File: config.mk
export PLATFORM = sky130hd
export DESIGN_NAME = snake_dir_decoder
export DESIGN_NICKNAME = d
export VERILOG_FILES = /design/src/rtl/snake_pkg.sv /design/src/rtl/snake_dir_decoder_fifo.sv /design/src/rtl/snake_dir_decoder.sv
export SDC_FILE = /design/constraint.sdc
export NUM_CORES = 1
export LEC_CHECK = 0
export ABC_AREA = 0
export CAP_MARGIN = 20
export CORE_MARGIN = 2
export CORE_UTILIZATION = 47
export DETAILED_ROUTE_END_ITERATION = 8
export PLACE_DENSITY = 0.68
export SYNTH_ARGS = -nofsm -noshare
export SYNTH_HDL_FRONTEND = slang
export SYNTH_SLANG_ARGS = --single-unit
File: constraint.sdc
create_clock -name CLK -period 4.8 [get_ports CLK]
set_input_delay 0.72 -clock CLK [delete_from_list [all_inputs] [get_ports CLK]]
set_output_delay 0.72 -clock CLK [all_outputs]
set_load 0.005 [all_outputs]
File: src/rtl/snake_pkg.sv
// snake_pkg: direction/scancode constants, prefix-FSM states and key decode for the snake input path.
package snake_pkg;
    localparam logic [1:0] DIR_UP    = 2'd0;
    localparam logic [1:0] DIR_DOWN  = 2'd1;
    localparam logic [1:0] DIR_LEFT  = 2'd2;
    localparam logic [1:0] DIR_RIGHT = 2'd3;
    localparam logic [7:0] SC_EXT    = 8'hE0;
    localparam logic [7:0] SC_BRK    = 8'hF0;
    localparam logic [7:0] SC_ARR_UP = 8'h75;
    localparam logic [7:0] SC_ARR_DN = 8'h72;
    localparam logic [7:0] SC_ARR_LT = 8'h6B;
    localparam logic [7:0] SC_ARR_RT = 8'h74;
    localparam logic [7:0] SC_W      = 8'h1D;
    localparam logic [7:0] SC_S      = 8'h1B;
    localparam logic [7:0] SC_A      = 8'h1C;
    localparam logic [7:0] SC_D      = 8'h23;
    localparam logic [7:0] SC_SPACE  = 8'h29;
    typedef enum logic [1:0] {ST_IDLE, ST_EXT, ST_BRK, ST_EXT_BRK} state_t;
    // Returns {is_dir, is_pause, dir}; both flags low means the code is ignored.
    function automatic logic [3:0] decode_key(input logic ext, input logic [7:0] code);
        return ext ? (code == SC_ARR_UP ? {2'b10, DIR_UP} :
                      code == SC_ARR_DN ? {2'b10, DIR_DOWN} :
                      code == SC_ARR_LT ? {2'b10, DIR_LEFT} :
                      code == SC_ARR_RT ? {2'b10, DIR_RIGHT} : 4'b0000)
                   : (code == SC_W      ? {2'b10, DIR_UP} :
                      code == SC_S      ? {2'b10, DIR_DOWN} :
                      code == SC_A      ? {2'b10, DIR_LEFT} :
                      code == SC_D      ? {2'b10, DIR_RIGHT} :
                      code == SC_SPACE  ? 4'b0100 : 4'b0000);
    endfunction
endpackage

File: src/rtl/snake_dir_decoder_fifo.sv
// dir_fifo: DEPTH x 2-bit synchronous FIFO exposing head, tail and occupancy.
module dir_fifo #(
    parameter int DEPTH = 4
) (
    input  logic                       CLK,
    input  logic                       RESETn,
    input  logic                       push,
    input  logic                       pop,
    input  logic [1:0]                 din,
    output logic [1:0]                 head,
    output logic [1:0]                 tail,
    output logic [$clog2(DEPTH+1)-1:0] count,
    output logic                       full,
    output logic                       empty
);
    localparam int AW = $clog2(DEPTH);
    localparam int CW = $clog2(DEPTH+1);
    logic [1:0]    mem [DEPTH];
    logic [AW-1:0] wptr, rptr, tptr;
    always_comb begin
        tptr  = wptr - AW'(1);
        head  = mem[rptr];
        tail  = mem[tptr];
        full  = count == CW'(DEPTH);
        empty = count == '0;
    end
    always_ff @(posedge CLK)
        if (push) mem[wptr] <= din;
    always_ff @(posedge CLK or negedge RESETn)
        if (!RESETn) begin
            wptr  <= '0;
            rptr  <= '0;
            count <= '0;
        end else begin
            if (push) wptr <= wptr + AW'(1);
            if (pop) rptr <= rptr + AW'(1);
            count <= count + CW'(push) - CW'(pop);
        end
endmodule

File: src/rtl/snake_dir_decoder.sv
// snake_dir_decoder: PS/2 prefix resolution, typematic filter and reversal-checked direction queue.
module snake_dir_decoder
    import snake_pkg::*;
#(
    parameter int DEPTH = 4
) (
    input  logic                       CLK,
    input  logic                       RESETn,
    input  logic [7:0]                 scancode,
    input  logic                       strobe,
    input  logic                       tick,
    output logic [1:0]                 dir,
    output logic                       dir_change,
    output logic                       pause_pulse,
    output logic [$clog2(DEPTH+1)-1:0] q_count,
    output logic                       overflow
);
    state_t     state;
    logic       held_vld, mk, acc, want, push, pop, full, empty;
    logic [8:0] held, cur;
    logic [3:0] key;
    logic [1:0] head, tail, ref_dir;
    always_comb begin
        mk      = strobe && (state == ST_IDLE || state == ST_EXT) && scancode != SC_EXT && scancode != SC_BRK;
        cur     = {state == ST_EXT, scancode};
        key     = decode_key(cur[8], scancode);
        acc     = mk && key[3:2] != 2'b00 && !(held_vld && held == cur);
        ref_dir = empty ? dir : tail;
        want    = acc && key[3] && key[1:0] != ref_dir && key[1:0] != (ref_dir ^ 2'b01);
        pop     = tick && !empty;
        push    = want && (!full || pop);
    end
    dir_fifo #(.DEPTH(DEPTH)) u_fifo (
        .CLK(CLK), .RESETn(RESETn), .push(push), .pop(pop), .din(key[1:0]),
        .head(head), .tail(tail), .count(q_count), .full(full), .empty(empty)
    );
    always_ff @(posedge CLK or negedge RESETn)
        if (!RESETn) begin
            state       <= ST_IDLE;
            held_vld    <= 1'b0;
            held        <= '0;
            dir         <= DIR_RIGHT;
            dir_change  <= 1'b0;
            pause_pulse <= 1'b0;
            overflow    <= 1'b0;
        end else begin
            dir_change  <= pop;
            pause_pulse <= acc && key[2];
            if (pop) dir <= head;
            if (want && !push) overflow <= 1'b1;
            if (acc) begin
                held_vld <= 1'b1;
                held     <= cur;
            end
            if (strobe)
                case (state)
                    ST_IDLE: state <= scancode == SC_EXT ? ST_EXT : scancode == SC_BRK ? ST_BRK : ST_IDLE;
                    ST_EXT:  state <= scancode == SC_BRK ? ST_EXT_BRK : scancode == SC_EXT ? ST_EXT : ST_IDLE;
                    default: begin
                        // Break only releases the key if it matches the held make, ext flag included.
                        if (held_vld && held == {state == ST_EXT_BRK, scancode}) held_vld <= 1'b0;
                        state <= ST_IDLE;
                    end
                endcase
        end
endmodule

==> results of run 1 <==
## logic make-up (layout without fill, tap and decap cells)
logic type | count (synthesis) | after routing | synth area share, %
buf+inv | 15 | 37 | 3.50
simple gates | 62 | 62 | 20.9
fa+ha+maj | 7 | 7 | 5.12
mux | 13 | 13 | 9.83
xor+xnor | 16 | 16 | 7.54
compound gates | 17 | 17 | 7.68
flops | 32 | 32 | 45.4
## cell usage in the layout (no fill, tap or decap), types with 2 or more instances in the layout
cell             Yosys  final
nor4bb_1             2      2
mux2_1               8      8
edfxtp_1             8      8
ha_1                 6      6
nand3_1              7      7
dfstp_2              2      2
and3b_1              2      2
nand4b_1             2      2
nor3b_1              2      2
xor2_1               2      2
o21ai_0              2      2
clkbuf_8             0      5
and2_1               6      6
nand2_1             12     12
nand2b_1             3      3
dfrtp_1             22     22
and3_1               2      2
inv_1                9      9
clkbuf_1             4      2
nor2b_1              4      4
clkdlybuf4s50_1      0     19
mux4_2               3      3
a21oi_1              3      3
nor3_1               4      4
nor2_1               4      4
xnor2_1             14     14
nand3b_1             2      2
## report_power, final
group,switching [mW],total (mW),internal [mW]
Sequential,0.0547,0.396,0.342
Combinational,0.104,0.249,0.146
Clock,0.0955,0.197,0.102
Total,0.254,0.843,0.589
## registers in the layout, summed over array words and instances, names as in the netlist, 2 cells and up
name / flops
u_fifo.count: 3
u_fifo.rptr: 2
u_fifo.mem: 8
dir: 2
state: 2
held: 9
u_fifo.wptr: 2
## final cells by class
cell class / count / area, um2 / area share, %
clock buffer: 7 / 76.3 / 3.49
multi-input combinational: 115 / 950 / 43.4
sequential: 32 / 843 / 38.6
timing repair buffer: 20 / 218 / 9.96
clock inverter: 1 / 5.00 / 0.229
inverter: 9 / 33.8 / 1.55
tap: 48 / 60.1 / 2.75
## worst paths after layout
path                           startpoint         endpoint  slack, ns
max                           scancode[2]  u_fifo.count[2]       0.99
max in group asynchronous          RESETn           dir[1]       3.65
max reg2reg                u_fifo.wptr[0]  u_fifo.count[2]       1.65
min reg2reg                        dir[0]           dir[0]       0.46
min                                dir[0]           dir[0]       0.46
min in group asynchronous          RESETn         state[0]       0.67
## routing by layer
layer  share of wire (%)  GRT usage, %
met5                   0             0
met4                 1.1          6.12
met2                  46          29.3
met3                 6.3          5.07
met1                  46          25.7
## worst reg2reg max path, stage by stage, from the launching register on
cell	delay, ns
dfrtp_1	0.43
inv_1	0.11
ha_1	0.33
mux4_2	0.29
mux2i_1	0.37
nor3_1	0.10
a21oi_1	0.32
a211oi_4	0.16
ha_1	0.24
fa_1	0.37
xor2_1	0.16
xnor2_1	0.14
## per-stage QoR
stage               utilization, %  hold WS [ns]
floorplan                        -         0.424
global placement              55.5         0.447
detailed placement            55.5         0.455
CTS                           57.7         0.465
global route                  58.4         0.500
finish                        58.4         0.461
==> qor.yml, run 1 <==
status:
  outcome: "finished clean"
global_routing:
  antenna_found_initial: 0
  grt_pass1_wl_um: 6150
  grt_pass1_vias: 1248
  grt_max_degree: 25
  grtUsageTotal_pct: 18.9
  overflow: 0
finish:
  nFillCells: 325
  drive_gt1_share_pct: 10.9
  stdcell_count: 232
  stdcell_area_um2: 2190
  diodes: 0
  nNetsFinal: 202
  syn_to_final_growth_pct: 17.6
setup_path:
  max_stage_delay_ns: 0.63
  slowest_stage: "clkdlybuf4s50_1"
  endpoint_kind: "flip-flop"
  crit_family: "compound AO/OA/AOI/OAI gates"
  cp-start-kind: "input port"
  critPathBufInv: 1
  critical_path_class: "input port to flip-flop"
  reg2regPathDepth: 11
  required_ns: 5.00
  path_cells: "clkdlybuf4s50_1, or3b_1, a2111o_1, o211ai_2, nand4bb_2, a211oi_4, ha_1, fa_1, xor2_1, xnor2_1"
  crit_cells: 10
  critPathMaxFanout: 12
  arrival_ns: 4.02
routing:
  viasPerCell: 5.48
  wl_per_cell_um: 15.5
  routed_wl_um: 3600
  ant_nets: 0
  drt-pass1-iter-count: 4
  drc: 0
  vias: 1272
  drtIter0Drc: 122
logic_synthesis:
  ys_ff_latch: 32
  synth_flop_cell: "dfrtp_1"
  synthCells: 162
  yosys.area.top_type: "dfrtp_1"
  yosysWarnings: 0
  yosysMostFrequentCell: "dfrtp_1"
  synth.distinct_cells: 52
  synth_edf_count: 8
  synthArstFlopShare_pct: 75.0
  synthTopCellsByCount: "22 x dfrtp_1, 14 x xnor2_1, 12 x nand2_1, 9 x inv_1"
  avgSynthCellArea_um2: 11.5
  syn-num-nets: 181
  ys_seq_area_share_pct: 45.4
  synth_top_area_share_pct: 29.6
  synthTopCellsByArea: "dfrtp_1 30%, edfxtp_1 13%, xnor2_1 6.6%, mux2_1 4.8%, ha_1 4.0%"
  syn_area_um2: 1860
floorplanning:
  die_h_um: 66.9
  coreArea_um2: 3740
  ios: 20
  start_util_pct: 49.6
  dieArea_um2: 4470
  rows: 22
  die_width_um: 66.9
clock_tree:
  holdBufCountCts: 0
  cts-root-buf: "clkbuf_8"
  htreeDepth: 2
  numCtsBuffers: 5
  cts_resized: 0
  clk_latency_ns: 0.29
  clockBufferDepth: 2
  clock-sinks: 32
  cts_tree: "built"
  post_cts_buffers: 0
  clk_pin_slew_ns: 0.06
timing:
  slew-limit-headroom_pct: 66.8
  tightestPinTransition_ns: 0.491
  period_share_pct: 79.5
  skew_ns: 0.0113
  tns_ns: 0
  fin_crit_ns: 3.81
  finalSetupViolations: 0
  max_freq_mhz: 262
  setup_slack_ns: 0.985
  slew_viol_final: 0
  hold_viol_final: 0
  rsz0062_at_grt: "no"
hold_path:
  min_path_cells: 2
  hp-class: "flip-flop to flip-flop"
placement:
  dp.cells: 223
  dpl_cell_area_um2: 2080
  hpwl_um: 2710
  pre_cts_ws_ns: 0.685
  routabilityCongestion: 0.879
  io_buffers: 19
power:
  ir_drop_uv: 185
  power_density_nw_per_um2: 386
  p_leak_nw: 0.874
  p_total_mw: 0.843
flow_run:
  maxCapViolCount: 0
No activity file was read; power rests on OpenSTA's default activity.
==> inputs of run 2 (changes only) <==
PLACE_DENSITY = 0.71   (was 0.68)
clock period = 3.1 ns   (was 4.8 ns; I/O delays follow)
==> qor.yml, run 2 (same netlist as run 1, synthesis figures left out) <==
status:
  outcome: "finished clean"
timing:
  tns_ns: 0  # unchanged
  period_share_pct: 95.9
  tightestPinTransition_ns: 0.519  # +0.0276 ns
  rsz0062_at_grt: "no"
  max_freq_mhz: 336
  slew_viol_final: 0  # unchanged
  fin_crit_ns: 2.97
  hold_viol_final: 0  # unchanged
  skew_ns: 0.0103  # -0.000976 ns
  setup_slack_ns: 0.126  # -0.859 ns
  slew-limit-headroom_pct: 64.9  # -1.9 points
  finalSetupViolations: 0  # unchanged
clock_tree:
  clk_pin_slew_ns: 0.07  # about the same
  post_cts_buffers: 0  # unchanged
  numCtsBuffers: 5  # unchanged
  clock-sinks: 32  # unchanged
  cts-root-buf: "clkbuf_8"
  clockBufferDepth: 2  # unchanged
  cts_tree: "built"
  htreeDepth: 2  # unchanged
  clk_latency_ns: 0.29  # about the same
finish:
  seq_area_um2: 843  # unchanged
  stdcell_area_um2: 2350  # +7.4%
  drive_gt1_share_pct: 20.2  # +9.3 points
  layout_common_cells: "22 x dfrtp_1, 20 x buf_4, 19 x clkdlybuf4s50_1, 14 x xnor2_1, 12 x nand2_1"
  diodes: 0  # unchanged
  multi_input_area_um2: 962  # +1.3%
  nNetsFinal: 221  # +9.4%
  top_register: "held"
  reg_top3: "held (9), u_fifo.mem (8), u_fifo.count (3)"
  nFillCells: 319  # -1.8%
  syn_to_final_growth_pct: 26.3
  largest_reg_flops: 9  # unchanged
  layout_commonest_cell: "dfrtp_1"
placement:
  routabilityCongestion: 0.806  # -8.3%
  io_buffers: 19  # unchanged
  hpwl_um: 2680  # -1.2%
  pre_cts_ws_ns: -0.197  # -0.883 ns
  dpl_cell_area_um2: 2230  # +7.2%
global_routing:
  grt_pass1_vias: 1325  # +6.2%
  grtUsageMet2_pct: 30.5  # +1.3 points
  grt_max_degree: 25  # unchanged
  grtUsageTotal_pct: 18.6  # -0.27 points
  grt_util_met1_pct: 23.1  # -2.6 points
  globalRoute.busiestLayer: "met2"
  antenna_found_initial: 0  # unchanged
  overflow: 0  # unchanged
  use_met3_pct: 5.57  # +0.51 points
  grt_pass1_wl_um: 6020  # -2.2%
setup_path:
  arrival_ns: 3.14  # -0.88 ns
  critPathMaxFanout: 2  # -10
  cp-start-kind: "input port"
  path_cells: "clkdlybuf4s50_1, or3b_1, a2111o_1, and2_1, a31oi_4, a211oi_4, ha_1, fa_1, xor2_1, xnor2_1"
  critical_path_class: "input port to flip-flop"
  required_ns: 3.26  # -1.74 ns
  slowest_stage: "clkdlybuf4s50_1"
  max_stage_delay_ns: 0.47  # -0.16 ns
  endpoint_kind: "flip-flop"
power:
  power_density_nw_per_um2: 599  # +55%
  p_leak_nw: 0.972  # +11%
  ir_drop_uv: 314  # +70%
floorplanning:
  ios: 20  # unchanged
  dieArea_um2: 4470  # unchanged
  start_util_pct: 49.6  # unchanged
  rows: 22  # unchanged
  coreArea_um2: 3740  # unchanged
  die_width_um: 66.9  # unchanged
  die_h_um: 66.9  # unchanged
routing:
  wl_per_cell_um: 14.1  # -9.2%
  vias: 1332  # +4.7%
  drtIter0Drc: 78  # -36%
  ant_nets: 0  # unchanged
  routed_wl_um: 3540  # -1.7%
  drc: 0  # unchanged
  drt-pass1-iter-count: 4  # unchanged
  viasPerCell: 5.31  # -3.2%
hold_path:
  hp-class: "flip-flop to flip-flop"
flow_run:
  maxCapViolCount: 0  # unchanged
[run 2: cell count changes in the layout (fill, tap and decap cells not counted), sizes merged]
cell / delta
buf: +19
bufinv: +1
clkbuf: -1
[run 2: metal layers]
metal	vias up	part of all wire, %
li1	655	-
met4	0	1.6
met3	7	3.8
met5	-	0
met1	648	47
met2	22	47
[run 2: layout make-up]
type	instances	area share, %
clock buffer	6	3.09
clock inverter	2	1.49
multi-input combinational	115	41.0
tap	48	2.56
inverter	9	1.44
sequential	32	35.9
timing repair buffer	39	14.5
[run 2: timing repair]
action,CTS,global route
resized for setup,0,2
hold buffers,0,0
endpoints found under the setup margin,0,1
[run 2: final timing paths]
path	slack, ns	depth (start not counted)	from	to
worst max-delay path	0.13	10	scancode[1]	u_fifo.count[2]
worst min-delay path	0.46	2	dir[0]	dir[0]
worst max register to register	0.26	12	u_fifo.wptr[0]	u_fifo.count[2]
worst min register to register	0.46	2	dir[0]	dir[0]
max in group asynchronous	2.27	2	RESETn	dir[1]
min in group asynchronous	0.54	2	RESETn	dir_change
[run 2: critical path: cells and delay by family]
family | cells | cell delay (ns)
simple gates | 2 | 0.56
compound gates | 3 | 0.75
xor+xnor | 2 | 0.29
fa+ha+maj | 2 | 0.60
buf+inv | 1 | 0.47
[run 2: where the power goes]
group          switching, mW  internal [mW]  total (mW)
sequential            0.0851          0.529       0.614
clock                  0.156          0.238       0.394
combinational          0.160          0.239       0.399
[run 2: stage by stage]
step | hold slack, ns | utilization (%) | std cells | total power, mW
finish | 0.463 | 62.7 | 251 | 1.41
global placement | 0.449 | 59.5 | 243 | 1.00
CTS | 0.463 | 62.4 | 251 | 1.42
detailed placement | 0.452 | 59.5 | 243 | 1.03
floorplan | 0.169 | - | 162 | 0.852
global route | 0.490 | 62.7 | 251 | 1.50
==> inputs of run 3 (changes only) <==
SETUP_SLACK_MARGIN = 0.02   (was default)
==> qor.yml, run 3 (same netlist as run 1, synthesis figures left out) <==
floorplanning:
  ios: 20  # unchanged
  rows: 22  # unchanged
  coreArea_um2: 3740  # unchanged
  dieArea_um2: 4470  # unchanged
  start_util_pct: 49.6  # unchanged
  die_width_um: 66.9  # unchanged
  die_h_um: 66.9  # unchanged
finish:
  nFillCells: 319  # unchanged
  layout_common_cells: "22 x dfrtp_1, 20 x buf_4, 19 x clkdlybuf4s50_1, 14 x xnor2_1, 12 x nand2_1"
  diodes: 0  # unchanged
  largest_reg_flops: 9  # unchanged
  stdcell_area_um2: 2350  # unchanged
  layout_commonest_cell: "dfrtp_1"
  reg_top3: "held (9), u_fifo.mem (8), u_fifo.count (3)"
  top_register: "held"
  syn_to_final_growth_pct: 26.3  # unchanged
  nNetsFinal: 221  # unchanged
  post-route-util_pct: 62.7  # unchanged
  drive_gt1_share_pct: 20.2  # unchanged
setup_path:
  endpoint_kind: "flip-flop"
  required_ns: 3.26  # about the same
  cp-start-kind: "input port"
  arrival_ns: 3.09  # -0.05 ns
  critPathMaxFanout: 2  # unchanged
  critical_path_class: "input port to flip-flop"
clock_tree:
  numCtsBuffers: 5  # unchanged
  clk_latency_ns: 0.29  # about the same
  holdBufCountCts: 0  # unchanged
  clock-sinks: 32  # unchanged
  clk_pin_slew_ns: 0.07  # about the same
  cts_resized: 0  # unchanged
  cts-root-buf: "clkbuf_8"
  cts_tree: "built"
  htreeDepth: 2  # unchanged
  post_cts_buffers: 0  # unchanged
  clockBufferDepth: 2  # unchanged
placement:
  dpl_cell_area_um2: 2230  # unchanged
  hpwl_um: 2680  # unchanged
  io_buffers: 19  # unchanged
  routabilityCongestion: 0.806  # unchanged
  pre_cts_ws_ns: -0.197  # unchanged
timing:
  hold_slack_ns: 0.463  # +0.00000200 ns
  setup_slack_ns: 0.173  # +0.0471 ns
  period_share_pct: 94.4  # -1.5 points
  hold_viol_final: 0  # unchanged
  rsz0062_at_grt: "no"
  max_freq_mhz: 342  # +1.6%
  slew-limit-headroom_pct: 64.7  # -0.22 points
  finalSetupViolations: 0  # unchanged
  slew_viol_final: 0  # unchanged
  tightestPinTransition_ns: 0.522  # +0.00322 ns
  skew_ns: 0.0103  # +0.0000113 ns
  fin_crit_ns: 2.93  # -0.0471 ns
routing:
  ant_nets: 0  # unchanged
  routed_wl_um: 3540  # about the same
  drtIter0Drc: 79  # +1.3%
  drt-pass1-iter-count: 4  # unchanged
  viasPerCell: 5.30  # about the same
  drc: 0  # unchanged
  vias: 1331  # -0.075%
  wl_per_cell_um: 14.1  # about the same
global_routing:
  grt_pass1_wl_um: 6020  # unchanged
  antenna_found_initial: 0  # unchanged
  overflow: 0  # unchanged
  grt_max_degree: 25  # unchanged
  grtUsageTotal_pct: 18.6  # unchanged
  grt_pass1_vias: 1325  # unchanged
power:
  ir_drop_uv: 314  # about the same
  power_density_nw_per_um2: 599  # about the same
  p_leak_nw: 0.972  # about the same
hold_path:
  hp-class: "flip-flop to flip-flop"
status:
  outcome: "finished clean"
flow_run:
  maxCapViolCount: 0  # unchanged
## run 3: report_power, final
part | total (mW) | internal [mW] | switching [mW]
clock network | 0.394 | 0.238 | 0.156
registers | 0.614 | 0.529 | 0.0851
logic | 0.399 | 0.239 | 0.160
total | 1.41 | 1.01 | 0.401
## run 3: stage by stage
step | total power [mW] | setup TNS, ns | instances
2_1_floorplan | 0.852 | 0 | 162
3_3_place_gp | 1.00 | -0.149 | 243
3_5_place_dp | 1.03 | -0.223 | 243
4_1_cts | 1.42 | 0 | 251
5_1_grt | 1.50 | 0 | 251
6_report | 1.41 | 0 | 251
## run 3: area by class of cell
cell class / instances / area (um2) / area share [%]
Clock buffer: 6 / 72.6 / 3.09
Inverter: 9 / 33.8 / 1.44
Multi-Input combinational cell: 115 / 962 / 41.0
Clock inverter: 2 / 35.0 / 1.49
Sequential cell: 32 / 843 / 35.9
Tap cell: 48 / 60.1 / 2.56
Timing Repair Buffer: 39 / 340 / 14.5
## run 3: critical path, cell delays in order
cell and delay [ns]:
clkdlybuf4s50_1 0.47, or3b_1 0.35, a2111o_1 0.40, and2_1 0.21, a31oi_4 0.21, a211oi_4 0.09, ha_1 0.23, fa_1 0.37
xor2_1 0.16, xnor2_1 0.14
## run 3: metal layers
metal	routed length, um	vias up	GRT usage [%]
li1	-	655	-
met2	1680	22	30.5
met5	0	-	0
met3	136	7	5.57
met1	1670	647	23.1
met4	56	0	6.89
## run 3: worst paths after layout
path,startpoint,endpoint,slack [ns],cells after the start
worst max-delay path,scancode[1],u_fifo.count[2],0.17,10
worst min-delay path,dir[0],dir[0],0.46,2
worst max register to register,u_fifo.wptr[0],u_fifo.count[2],0.26,12
worst min register to register,dir[0],dir[0],0.46,2
max in group asynchronous,RESETn,dir[1],2.27,2
min in group asynchronous,RESETn,dir_change,0.54,2
==> variant, RTL diff (settings of run 1) <==
`DEPTH` is set to 4 in 2 places; all go to 2.
--- a/src/rtl/snake_dir_decoder_fifo.sv
+++ b/src/rtl/snake_dir_decoder_fifo.sv
@@ -2,3 +2,3 @@
 module dir_fifo #(
-    parameter int DEPTH = 4
+    parameter int DEPTH = 2
 ) (
--- a/src/rtl/snake_dir_decoder.sv
+++ b/src/rtl/snake_dir_decoder.sv
@@ -4,3 +4,3 @@
 #(
-    parameter int DEPTH = 4
+    parameter int DEPTH = 2
 ) (
Interface: changed (resized q_count); port bits go from 20 to 19. The function was not compared with the original's and may differ.
==> variant against run 1 <==
- synthesized cell count is 14% lower
- total power is 31% lower
- routed wire length is 21% lower
- area after synthesis is 22% lower
- combinational power is 25% lower
- via count is 14% lower
- setup slack better by 0.56 ns
- sequential cell count is 7 lower
- final area is 24% lower
- register-to-register slack better by 0.61 ns
- critical path depth is 3 lower
- critical path type unchanged
- critical endpoint is now u_fifo.mem[0][1]$_DFFE_PP_
==> variant: results (changes against run 1) <==
[metrics] fraction of the mapped netlist area in adder cells: 1.72% (-3.4 points)
[metrics] overall power: 0.582 mW (-31%)
[metrics] min setup slack post-route: 1.54 ns (+0.559 ns)
[metrics] cell types occupying the most area after synthesis: sky130_fd_sc_hd__dfrtp_1, sky130_fd_sc_hd__edfxtp_1, sky130_fd_sc_hd__xnor2_1, sky130_fd_sc_hd__xor2_1, sky130_fd_sc_hd__dfstp_2
[metrics] share of synthesized registers carrying an async set or reset: 84.0% (+9.0 points)
[metrics] die outline width: 59.6 um (-11%)
[metrics] post-synthesis sequential element count: 25 (-22%)
[metrics] CP Launch Point: scancode[1]
[metrics] leakage power: 0.667 nW (-24%)
[metrics] total number of vias: 1088 (-14%)
[metrics] Slowest Stage Delay on Critical Path: 0.74 ns (+0.11 ns)
[metrics] capture point of the worst reg-to-reg path: u_fifo.count[1]$_DFF_PN0_
[metrics] number of inserted filler cells in the final layout: 271 (-17%)
[metrics] Detailed Place HPWL: 2200 um (-19%)
[metrics] worst-case vdd ir drop: 0.000193 V (+4.6%)
[metrics] non-clock buffer share of cell area: 10.9% (+0.89 points)
[metrics] destination of the critical timing path: u_fifo.mem[0][1]$_DFFE_PP_
[metrics] result of the run: complete, no violations
[metrics] CTS H-Tree Depth: 1 (-1)
[metrics] fraction of the mapped netlist area in compound gates: 11.5% (+3.8 points)
[metrics] Crit path arrival time: 3.28 ns (-0.74 ns)
[metrics] combinational-cell power consumption: 0.186 mW (-25%)
[metrics] master cell of the clock root buffer: sky130_fd_sc_hd__clkbuf_4
[metrics] final weighted congestion in routability-driven placement: 0.858 (-2.4%)
[metrics] worst reg2reg setup slack: 2.26 ns (+0.61 ns)
[metrics] Plain + repair buffers: 18 (-10%)
[metrics] sequential-cell power consumption: 0.303 mW (-23%)
[metrics] Sw Pwr: 0.182 mW (-28%)
[metrics] net total in the final layout: 170 (-16%)
[metrics] fraction of standard cell area in multi-input logic: 44.5% (+1.0 points)
[metrics] total placed cells including tap cells: 184 (-17%)
[metrics] number of enable flip-flop cells after synthesis: 4 (-4)
[metrics] leading post-synthesis cells by instance count: sky130_fd_sc_hd__dfrtp_1, sky130_fd_sc_hd__nand2_1, sky130_fd_sc_hd__xnor2_1
[metrics] Clock transition at path regs: 0.12 ns (+0.06 ns)
[metrics] register area share after synthesis: 44.7% (-0.73 points)
-- variant: changes by cell type in the layout (fill, tap and decap cells not counted), moves of 4 or more --
cell / run 1 / this run
sky130_fd_sc_hd__mux2_2: 0 / 4
sky130_fd_sc_hd__and2_1: 6 / 2
sky130_fd_sc_hd__ha_1: 6 / 2
sky130_fd_sc_hd__clkbuf_8: 5 / 0
sky130_fd_sc_hd__xor2_1: 2 / 7
sky130_fd_sc_hd__o21ai_1: 0 / 5
sky130_fd_sc_hd__mux2_1: 8 / 1
sky130_fd_sc_hd__edfxtp_1: 8 / 4
sky130_fd_sc_hd__xnor2_1: 14 / 9
-- variant: metal layers --
layer	up-vias	GRT usage [%]	routed length, um
met5	-	0	0
met1	494	26.9	1270
met3	9	3.28	193
li1	536	-	-
met2	49	30.5	1320
met4	0	6.67	60
-- variant: worst min-delay path: stages, from the launching register on --
cell and delay (ns):
sky130_fd_sc_hd__dfstp_2 0.39, sky130_fd_sc_hd__nand2_1 0.04, sky130_fd_sc_hd__o21ai_0 0.07
